<file path="src/rtl/timer_period_counter_if.sv">
// Bus bundle between the timer control FSM and the period counter stage.
// The control side holds the master modport; the counter holds the slave modport.
interface timer_period_counter_if #(
    parameter int NUM_BITS = 16
);
    logic [NUM_BITS-1:0] cfg_start_i;
    logic [NUM_BITS-1:0] cfg_end_i;
    logic                cfg_sawtooth_i;
    logic                ctrl_rst_i;
    logic                ctrl_update_i;
    logic                ctrl_active_i;
    logic                evt_i;
    logic [NUM_BITS-1:0] counter_o;
    logic                dir_o;
    logic                end_o;
    logic                cnt_update_o;

    modport master (
        output cfg_start_i,
        output cfg_end_i,
        output cfg_sawtooth_i,
        output ctrl_rst_i,
        output ctrl_update_i,
        output ctrl_active_i,
        output evt_i,
        input  counter_o,
        input  dir_o,
        input  end_o,
        input  cnt_update_o
    );

    modport slave (
        input  cfg_start_i,
        input  cfg_end_i,
        input  cfg_sawtooth_i,
        input  ctrl_rst_i,
        input  ctrl_update_i,
        input  ctrl_active_i,
        input  evt_i,
        output counter_o,
        output dir_o,
        output end_o,
        output cnt_update_o
    );
endinterface

</file>
<file path="src/rtl/timer_period_counter.sv">
// PWM timer counter stage: sawtooth or up/down counting between shadowed
// start/end thresholds, with period-end and shadow-transfer pulses.
module timer_period_counter #(
    parameter int NUM_BITS = 16
) (
    input  logic                 clk_i,
    input  logic                 rst_i,
    timer_period_counter_if.slave bus
);
    localparam logic [NUM_BITS-1:0] ONE = {{(NUM_BITS-1){1'b0}}, 1'b1};

    logic [NUM_BITS-1:0] cnt_q, cnt_d;
    logic [NUM_BITS-1:0] s_q, s_d;
    logic [NUM_BITS-1:0] e_q, e_d;
    logic                m_q, m_d;
    logic                dir_q, dir_d;
    logic                end_q, end_d;
    logic                upd_q, upd_d;
    logic                pend_q, pend_d;

    logic                load_end;
    logic [NUM_BITS-1:0] ns;
    logic [NUM_BITS-1:0] ne;
    logic                nm;
    logic                step;
    logic                wrap;
    logic                land_on_s;

    // Shadow values the next period will use if a period ends this cycle
    assign load_end  = pend_q | bus.ctrl_update_i;
    assign ns        = load_end ? bus.cfg_start_i    : s_q;
    assign ne        = load_end ? bus.cfg_end_i      : e_q;
    assign nm        = load_end ? bus.cfg_sawtooth_i : m_q;
    assign step      = bus.ctrl_active_i & bus.evt_i;
    assign land_on_s = m_q | (s_q == e_q) | (ns == ne);

    always_comb begin
        cnt_d  = cnt_q;
        s_d    = s_q;
        e_d    = e_q;
        m_d    = m_q;
        dir_d  = dir_q;
        pend_d = pend_q;
        end_d  = 1'b0;
        upd_d  = 1'b0;
        wrap   = 1'b0;
        if (bus.ctrl_rst_i) begin
            s_d    = bus.cfg_start_i;
            e_d    = bus.cfg_end_i;
            m_d    = bus.cfg_sawtooth_i;
            cnt_d  = bus.cfg_start_i;
            dir_d  = 1'b1;
            pend_d = 1'b0;
            upd_d  = 1'b1;
        end else if (bus.ctrl_update_i && !bus.ctrl_active_i) begin
            s_d    = bus.cfg_start_i;
            e_d    = bus.cfg_end_i;
            m_d    = bus.cfg_sawtooth_i;
            pend_d = 1'b0;
            upd_d  = 1'b1;
        end else begin
            if (bus.ctrl_update_i) pend_d = 1'b1;
            if (step) begin
                if (m_q) begin
                    if (cnt_q == e_q) wrap = 1'b1;
                    else              cnt_d = cnt_q + ONE;
                end else if (s_q == e_q) begin
                    wrap = 1'b1;
                end else if (dir_q) begin
                    if (cnt_q == e_q) begin
                        dir_d = 1'b0;
                        cnt_d = cnt_q - ONE;
                    end else begin
                        cnt_d = cnt_q + ONE;
                    end
                end else if (cnt_q == s_q) begin
                    wrap = 1'b1;
                end else begin
                    cnt_d = cnt_q - ONE;
                end
                // Triangle skips S on restart so S appears once per period
                if (wrap) begin
                    end_d = 1'b1;
                    dir_d = 1'b1;
                    cnt_d = land_on_s ? ns : ns + ONE;
                    if (load_end) begin
                        s_d    = ns;
                        e_d    = ne;
                        m_d    = nm;
                        upd_d  = 1'b1;
                        pend_d = 1'b0;
                    end
                end
            end
        end
    end

    always_ff @(posedge clk_i or posedge rst_i) begin
        if (rst_i) begin
            cnt_q  <= '0;
            s_q    <= '0;
            e_q    <= '0;
            m_q    <= 1'b1;
            dir_q  <= 1'b1;
            end_q  <= 1'b0;
            upd_q  <= 1'b0;
            pend_q <= 1'b0;
        end else begin
            cnt_q  <= cnt_d;
            s_q    <= s_d;
            e_q    <= e_d;
            m_q    <= m_d;
            dir_q  <= dir_d;
            end_q  <= end_d;
            upd_q  <= upd_d;
            pend_q <= pend_d;
        end
    end

    assign bus.counter_o    = cnt_q;
    assign bus.dir_o        = dir_q;
    assign bus.end_o        = end_q;
    assign bus.cnt_update_o = upd_q;
endmodule

</file>
<file path="src/flat_wrapper.sv">
// flat-port wrapper written by rule: the top's interface ports become plain ports
module timer_period_counter_flat 
#(
    parameter int NUM_BITS = 16
)
  (clk_i, rst_i, bus_cfg_start_i, bus_cfg_end_i, bus_cfg_sawtooth_i, bus_ctrl_rst_i, bus_ctrl_update_i, bus_ctrl_active_i, bus_evt_i, bus_counter_o, bus_dir_o, bus_end_o, bus_cnt_update_o);
  timer_period_counter_if #(.NUM_BITS(NUM_BITS)) bus_i ();
  input  logic clk_i;
  input  logic rst_i;
  input wire logic [$bits(bus_i.cfg_start_i)-1:0] bus_cfg_start_i;
  input wire logic [$bits(bus_i.cfg_end_i)-1:0] bus_cfg_end_i;
  input wire logic [$bits(bus_i.cfg_sawtooth_i)-1:0] bus_cfg_sawtooth_i;
  input wire logic [$bits(bus_i.ctrl_rst_i)-1:0] bus_ctrl_rst_i;
  input wire logic [$bits(bus_i.ctrl_update_i)-1:0] bus_ctrl_update_i;
  input wire logic [$bits(bus_i.ctrl_active_i)-1:0] bus_ctrl_active_i;
  input wire logic [$bits(bus_i.evt_i)-1:0] bus_evt_i;
  output wire logic [$bits(bus_i.counter_o)-1:0] bus_counter_o;
  output wire logic [$bits(bus_i.dir_o)-1:0] bus_dir_o;
  output wire logic [$bits(bus_i.end_o)-1:0] bus_end_o;
  output wire logic [$bits(bus_i.cnt_update_o)-1:0] bus_cnt_update_o;
  assign bus_i.cfg_start_i = bus_cfg_start_i;
  assign bus_i.cfg_end_i = bus_cfg_end_i;
  assign bus_i.cfg_sawtooth_i = bus_cfg_sawtooth_i;
  assign bus_i.ctrl_rst_i = bus_ctrl_rst_i;
  assign bus_i.ctrl_update_i = bus_ctrl_update_i;
  assign bus_i.ctrl_active_i = bus_ctrl_active_i;
  assign bus_i.evt_i = bus_evt_i;
  assign bus_counter_o = bus_i.counter_o;
  assign bus_dir_o = bus_i.dir_o;
  assign bus_end_o = bus_i.end_o;
  assign bus_cnt_update_o = bus_i.cnt_update_o;
  timer_period_counter #(.NUM_BITS(NUM_BITS)) u_core (.clk_i(clk_i), .rst_i(rst_i), .bus(bus_i));
endmodule
</file>
<file path="config.mk">
export PLATFORM = sky130hd
export DESIGN_NAME = timer_period_counter_flat
export DESIGN_NICKNAME = d
export VERILOG_FILES = /design/src/rtl/timer_period_counter_if.sv /design/src/rtl/timer_period_counter.sv /design/src/flat_wrapper.sv
export SDC_FILE = /design/constraint.sdc
export NUM_CORES = 1
export LEC_CHECK = 0
export CAP_MARGIN = 15
export CORE_MARGIN = 2
export CORE_UTILIZATION = 45
export DETAILED_ROUTE_END_ITERATION = 16
export PLACE_DENSITY = 0.68
export SLEW_MARGIN = 20
export SYNTH_ARGS = -nofsm -noshare
export SYNTH_HDL_FRONTEND = slang
export SYNTH_SLANG_ARGS = --single-unit
export TNS_END_PERCENT = 20
</file>
<file path="constraint.sdc">
create_clock -name clk_i -period 3.5 [get_ports clk_i]
set_input_delay 1.05 -clock clk_i [delete_from_list [all_inputs] [get_ports clk_i]]
set_output_delay 1.05 -clock clk_i [all_outputs]
set_load 0.03 [all_outputs]
</file>
==> results, run 1 <==
- The detailed router placed 3809 vias in this run.
- The reported leakage power is 0.00209 uW.
- The clock network latency to the later pin of the worst-skew pair is 0.31 ns.
- The most common cell after layout, fill and taps aside is clkdlybuf4s50_1.
- The number of detailed-route iterations in the first pass is 5.
- Setup repair after global routing left no endpoint under its margin.
- The worst-case headroom to the max-slew limit is 0.360.
- TritonCTS built the clock tree.
- The final antenna diode count is 0.
- Of the cells placed in the final design, the portion with a size suffix greater than 1 is 0.180.
- The max-slew violation count is 0.
- Leaving out fill and tap cells, the most frequent cells in the layout are 57 x clkdlybuf4s50_1, 51 x xnor2_1, 51 x dfrtp_1.
- At the placement stage, the worst setup path has a slack of -0.105 ns.
- The root buffer cell is clkbuf_8.
- Including well taps, the total number of placed cells is 648.
- The placer's final routability congestion estimate is 0.894.
- The synthesized netlist occupies a cell area of 4230 sq um.
- Among all flip-flop cells after synthesis, the most frequent one is dfrtp_1.
- The detail-routed net length per standard cell is 20.3 um.
- The maximum buffer depth of the clock tree is 2.
- The post-synth net total is 503.
- At the worst endpoint, the required time is 3.69 ns.
- The synthesis-stage register bit count is 53.
- Of the total synthesized cell area, the portion taken by XOR and XNOR cells is 0.179.
- The worst setup path is captured at a flip-flop.
- After the flow finishes, the layout carries non-filler instances totaling 656.
- The layout net count is 586.
- The max-cap violation count is 0.
- The final cycle utilization of the critical path is 0.946.
- At the pin with the least slew margin, the transition time is 0.959 ns.
- The number of hold buffers added after CTS is 0.
- The first routing iteration left 322 violations.
- The mean number of vias per cell is 5.81.
- The share of the synthesized area in compound gates (AO/OA/AOI/OAI) was 0.135.
- After clock tree synthesis, the repair step resized 0 gates.
- The worst setup skew after layout is 0.00957 ns.
- In this run the power density over the cells is 356 nW/um^2.
- The global-route usage over all layers is 0.272.
- The clock edge transition at the registers on the reported setup and hold paths is 0.11 ns.
- The worst voltage drop across the vdd grid is 230 uV.
- The count of distinct cell types in the synthesized netlist is 53.
- STA classifies the critical path startpoint as a primary input.
- The mux contribution to synthesized area is 0.148.
- The number of buffers created by CTS is 5.
- The post-synthesis share of cell area spent on and, or, nand and nor gates is 0.159.
- The post-route standard cell area excluding fillers is 5270 sq um.
- After detailed routing, the total wire length is 13.3 mm.
- The initial utilization of the core area, before any placement, comes to 0.460.
- After synthesis, the largest family of logic cells by area is XOR/XNOR gates.
- In this run the tool buffered the top-level ports with 57 buffer cells.
- The number of global-route vias before repair is 3714.
- Counting flops with an async set or reset pin after synthesis yields a share of 1.00.
- 58 I/O pins were placed.
- The kind of critical path is primary input to flip-flop.
- In the final timing run, aggregate negative setup slack is 0 ns.
- The area growth from synthesis to layout is 24.6%.
- The die is 101 um wide.
- The level count of the clock H-tree is 2.
- The die covers 10200 sq um.
- The fraction of the yosys area taken by sequential cells is 0.314.
- In this run the standard cell core region covers 9200 sq um.
- Of all nets on the critical path, the largest fanout is 5.
- After synthesis, the mean cell area works out to 9.18 sq um.
- Setup violations remaining at the end of the flow were counted as 0.
- The adder and majority cell fraction of the synthesized area is 0.00887.
- After layout, the worst setup slack is 0.190 ns.
- For this run, the top clock speed supported by timing is 302 MHz.
- For flop-to-flop paths, the worst setup slack is 0.46 ns.
- The flow ran to the end, and the final reports show no timing, DRC or antenna violations.
- The cell type with the highest aggregate area in the netlist is dfrtp_1.
- The total count of hold-check failures in the final report is 0.
- The completed layout was analyzed and its total power is 1880 uW.
- The area after detailed placement is 5180 sq um.
- The global-route congestion overflow total is 0.
- After technology mapping, the gate count stands at 461.
- The number of clock sinks is 53.
- Summed over all nets, the half-perimeter wirelength after detailed placement is 10.7 mm.
- The worst endpoint data arrival time is 3.50 ns.
- The number of flops mapped to enable cells by yosys is 0.
- The wire length of the first global-routing pass is 21.1 mm.
- The row count is 35.
- The fraction of post-synthesis cell area in the top cell type by area is 0.302.
- The largest net degree at the start of global routing is 45.
- For this run, design rule violations remaining after detail routing come to 0.
- In the post-synthesis netlist, the biggest area contributors are dfrtp_1 30%, xnor2_1 11%, mux2_2 6.9%.
- The initial antenna violation count is 0.
- The clock period could shrink to 3.31 ns.
- The vertical die dimension is 101 um.
- The type of the worst min-delay path is flip-flop to flip-flop.
- The remaining antenna violation count after routing is 0.
- The count of buffers added by post-CTS timing repair for setup is 0.
- Yosys printed 0 warnings.
## state kept, by name (all words and copies together) (netlist names)
register and count:
u_core.pend_q 1, u_core.m_q 1, u_core.bus.cnt_update_o 1, u_core.bus.dir_o 1, u_core.bus.end_o 1, u_core.s_q 16, u_core.bus.counter_o 16, u_core.e_q 16
## cell type report
class,count,area (sq um)
clock buffers,5,68.8
clock inverters,3,25.0
fillers,828,3920
inverters,14,52.6
multi-input cells,361,2670
flip-flops and latches,53,1330
well taps,111,139
repair buffers,109,986
## synth_stat cells (2+ instances only)
master,instances
a211oi_1,4
dfrtp_1,51
o41ai_1,2
or3_1,4
inv_1,14
mux2i_1,23
a31oi_1,3
dfstp_2,2
xor2_1,28
nand3_1,13
o211ai_1,7
o221ai_1,4
buf_2,12
xnor2_1,51
a21o_1,4
and2_1,2
a21oi_1,10
nand2_1,36
xnor2_2,4
nor2_1,27
o22ai_1,6
a221oi_1,4
o21ai_0,10
nor4_1,11
or4_1,5
o21ai_1,10
o31ai_1,2
buf_1,2
o31a_1,3
nand4_1,14
mux2_2,26
ha_1,3
clkbuf_1,12
buf_6,6
nor3_1,11
mux2_1,9
and3_1,7
or2_1,4
## cell families after synthesis
family / Yosys count
AO/OA/AOI/OAI: 81
XOR/XNOR: 83
adder cells (fa/ha/maj): 3
buffers and inverters: 47
flip-flops: 53
multiplexers: 58
AND/OR/NAND/NOR: 136
## power by group
group,internal (uW),total (uW),switching [uW]
combinational,349,725,376
sequential,678,784,106
clock,146,368,221
## per-layer routing
| layer | wire length, um | GRT usage | vias to the layer above | part of all wire |
|---|---|---|---|---|
| met4 | 140 | 0.0520 | 0 | 0.010 |
| met3 | 680 | 0.0284 | 9 | 0.051 |
| met5 | 0 | 0 | - | 0 |
| li1 | - | - | 1828 | - |
| met1 | 6380 | 0.399 | 1831 | 0.48 |
| met2 | 6140 | 0.437 | 141 | 0.46 |
## stage by stage
step | utilization | hold WS [ns]
floorplan | - | 0.523
global placement | 0.563 | 0.561
detailed placement | 0.563 | 0.567
CTS | 0.573 | 0.588
global route | 0.573 | 0.611
finish | 0.573 | 0.587
## worst paths after layout
kind,endpoint,depth (start not counted),from
min reg2reg,u_core.e_q[4]$_DFFE_PP0P_,1,u_core.e_q[4]$_DFFE_PP0P_
min,u_core.e_q[4]$_DFFE_PP0P_,1,u_core.e_q[4]$_DFFE_PP0P_
min in group asynchronous,u_core.s_q[9]$_DFFE_PP0P_,2,rst_i
max,u_core.bus.counter_o[0]$_DFFE_PP0P_,9,bus_cfg_start_i[4]
max in group asynchronous,u_core.s_q[15]$_DFFE_PP0P_,3,rst_i
max reg2reg,u_core.bus.counter_o[6]$_DFFE_PP0P_,7,u_core.e_q[9]$_DFFE_PP0P_
## critical path, stage by stage
cell	delay (ns)
clkdlybuf4s50_1	0.49
xnor2_1	0.28
nand4_1	0.14
nor4_1	0.52
a31o_2	0.30
xor2_1	0.26
o21ai_0	0.11
a211oi_1	0.28
a21oi_1	0.07
No activity file was read; power rests on OpenSTA's default activity.
==> run 2: changes to the inputs <==
--- a/config.mk
+++ b/config.mk
@@ -10,6 +10,7 @@
 export CORE_UTILIZATION = 45
 export DETAILED_ROUTE_END_ITERATION = 16
 export PLACE_DENSITY = 0.68
+export SETUP_SLACK_MARGIN = 0.15
 export SLEW_MARGIN = 20
 export SYNTH_ARGS = -nofsm -noshare
 export SYNTH_HDL_FRONTEND = slang
==> run 2 against run 1 <==
Power is 4.1% higher. Worst hold slack worse by 0.0041 ns. Global-route usage is 0.12 points lower. Register-to-register slack better by 0.05 ns. Fmax is 3.7% higher. Clock skew hardly changed. Via count is 0.68% lower. Clock power is 23% higher. Largest cell class unchanged.
==> results, run 2 (synthesized netlist as in run 1, its figures left out) <==
- The number of detailed-route iterations in the first pass is 5.
- Setup repair after global routing could not meet its margin everywhere.
- The worst setup path is captured at a flip-flop.
- The mean number of vias per cell is 5.79.
- The sequential share of power is 0.402.
- The first global-routing pass estimated 20.9 mm of wire.
- Setup violations remaining at the end of the flow were counted as 0.
- 0 antenna diodes ended up in the layout.
- The total count of hold-check failures in the final report is 0.
- Leaving out fill and tap cells, the most frequent cell in the layout is clkdlybuf4s50_1.
- The clock network fraction of design power is 0.232.
- The count of routing violations after the opening detailed-route iteration is 273.
- The total net switching power is 700 uW.
- From bottom edge to top edge, the die measures 101 um.
- The HPWL after detailed placement is 10.3 mm.
- The number of global-route vias before repair is 3662.
- The run finished with clean final reports.
- The achievable frequency is 313 MHz.
- The layout net count is 583.
- The worst setup skew after layout is 0.00927 ns.
- The area growth from synthesis to layout is 24.7%.
- The number of standard cells in the final layout excluding fillers is 653.
- Across the run, the number of max-cap violations was 0.
- For this design the top-level I/O count stands at 58.
- The internal power consumption is 1250 uW.
- Counting instances, the worst hold path has a depth of 1.
- The number of clock buffers added by TritonCTS is 5.
- The clock network latency to the later pin of the worst-skew pair is 0.32 ns.
- The kind of critical path is primary input to flip-flop.
- The routed design could run at a clock period as short as 3.19 ns.
- For this configuration, the core starts out at a cell density of 0.460.
- The largest fanout on the critical path is 18.
- The max-slew violation count is 0.
- The H-tree was split into 2 levels.
- TritonCTS built the clock tree.
- The worst hold path belongs to the class flip-flop to flip-flop.
- Buffers inserted to repair hold after CTS numbered 0.
- Across all setup checks in the final design, the least slack found is 0.308 ns.
- The worst voltage drop across the vdd grid is 207 uV.
- The critical path required time is 3.75 ns.
- The initial antenna violation count is 0.
- No sink is reached through more buffers than the 2 on the longest clock path.
- For this design the ratio of total power to cell area is 370 nW/um^2.
- In this run the clock root is driven by a clkbuf_8.
- The worst-case headroom to the max-slew limit is 0.650.
- The clock edge transition at the registers on the reported setup and hold paths is 0.10 ns.
- Timing analysis after detailed placement gives a worst setup slack of -0.0230 ns.
- In the final routed layout, each cell accounts on average for 20.0 um.
- The count of cells along the worst register-to-register path is 10.
- The global-route congestion overflow total is 0.
- The analysis attributes to cell leakage a power of 0.00209 uW.
- The total placed cells including tap cells is 645.
- The detailed-route wire length is 13.0 mm.
- The horizontal extent of the die is 101 um.
- The worst setup path is launched from a primary input.
- Entering global routing, the biggest net connects 54 pins.
- The core region is 9200 sq um.
- The row count is 35.
- For this run, design rule violations remaining after detail routing come to 0.
- Of the total power, combinational logic draws 0.366.
- The final cycle utilization of the critical path is 0.912.
- Leaving out fill and tap cells, the most frequent cells in the layout are 57 x clkdlybuf4s50_1, 51 x xnor2_1, 51 x dfrtp_1.
- Of the cells placed in the final design, the portion with a size suffix greater than 1 is 0.179.
- The global-route usage over all layers is 0.271.
- The quantity of I/O buffers inserted on ports is 57.
- The actual transition at the worst max-transition pin is 0.519 ns.
- The number of inserted filler cells in the final layout is 853.
- The detailed router placed 3783 vias in this run.
- Of the total power, the share spent switching nets is 0.358.
- The area of the die is 10200 sq um.
- The remaining antenna violation count after routing is 0.
- The worst endpoint data arrival time is 3.44 ns.
- The number of clock sinks is 53.
- At the end of routability-driven placement, the weighted congestion stood at 0.968.
==> run 2: changes by cell type in the layout (fill, tap and decap cells not counted), sizes merged <==
| cell | delta |
|---|---|
| bufinv | +1 |
| inv | -2 |
| clkbuf | +1 |
| buf | -3 |
==> run 2: final timing paths <==
kind,from,endpoint,slack [ns]
max reg2reg,u_core.bus.counter_o[0]$_DFFE_PP0P_,u_core.bus.counter_o[10]$_DFFE_PP0P_,0.51
min,u_core.e_q[4]$_DFFE_PP0P_,u_core.e_q[4]$_DFFE_PP0P_,0.58
max,bus_ctrl_update_i,u_core.bus.counter_o[14]$_DFFE_PP0P_,0.31
min reg2reg,u_core.e_q[4]$_DFFE_PP0P_,u_core.e_q[4]$_DFFE_PP0P_,0.58
min in group asynchronous,rst_i,u_core.e_q[13]$_DFFE_PP0P_,1.10
max in group asynchronous,rst_i,u_core.m_q$_DFFE_PP1P_,2.11
==> run 2: metal layers <==
| metal | global-route usage | wire [um] | share of wire | vias up |
|---|---|---|---|---|
| li1 | - | - | - | 1822 |
| met2 | 0.425 | 5960 | 0.46 | 145 |
| met3 | 0.0347 | 805 | 0.062 | 19 |
| met5 | 0 | 0 | 0 | - |
| met4 | 0.0603 | 223 | 0.017 | 0 |
| met1 | 0.399 | 6060 | 0.46 | 1797 |
==> run 2: power by group through the flow <==
stage	Combinational [uW]	Clock (uW)	Sequential, uW
after floorplan	423	0	796
after global placement	703	0	791
after detailed placement	710	0	794
after CTS	714	464	781
after global routing	777	485	793
final	715	453	786
==> run 2: area by class of cell <==
class	instances	area, sq um	share of cell area
multi-input cells	361	2690	0.509
repair buffers	106	951	0.180
clock inverters	2	37.5	0.00711
well taps	111	139	0.0263
flip-flops and latches	53	1330	0.252
inverters	14	52.6	0.00996
clock buffers	6	82.6	0.0156
==> run 2: critical path, stage by stage <==
cell and delay [ns]:
clkdlybuf4s50_1 0.42, or2_1 0.33, buf_4 0.25, o21ai_1 0.26
nand4_1 0.17, or2_1 0.28, o31a_1 0.27, o31ai_1 0.19
a21oi_1 0.07, o21ai_1 0.14
==> run 2: repair_timing <==
item                                    in CTS  in global routing
setup buffers                                0                  0
resized for setup                            0                  2
endpoints found under the setup margin       0                  3
==> run 2: metrics by stage <==
| step | util | setup TNS [ns] | cell area, sq um | hold WS (ns) | power [uW] |
|---|---|---|---|---|---|
| floorplan | - | 0 | 4240 | 0.523 | 1220 |
| global placement | 0.559 | -0.143 | 5140 | 0.548 | 1490 |
| detailed placement | 0.559 | -0.0537 | 5140 | 0.566 | 1500 |
| CTS | 0.573 | 0 | 5270 | 0.589 | 1960 |
| global route | 0.574 | 0 | 5280 | 0.608 | 2060 |
| finish | 0.574 | 0 | 5280 | 0.583 | 1950 |
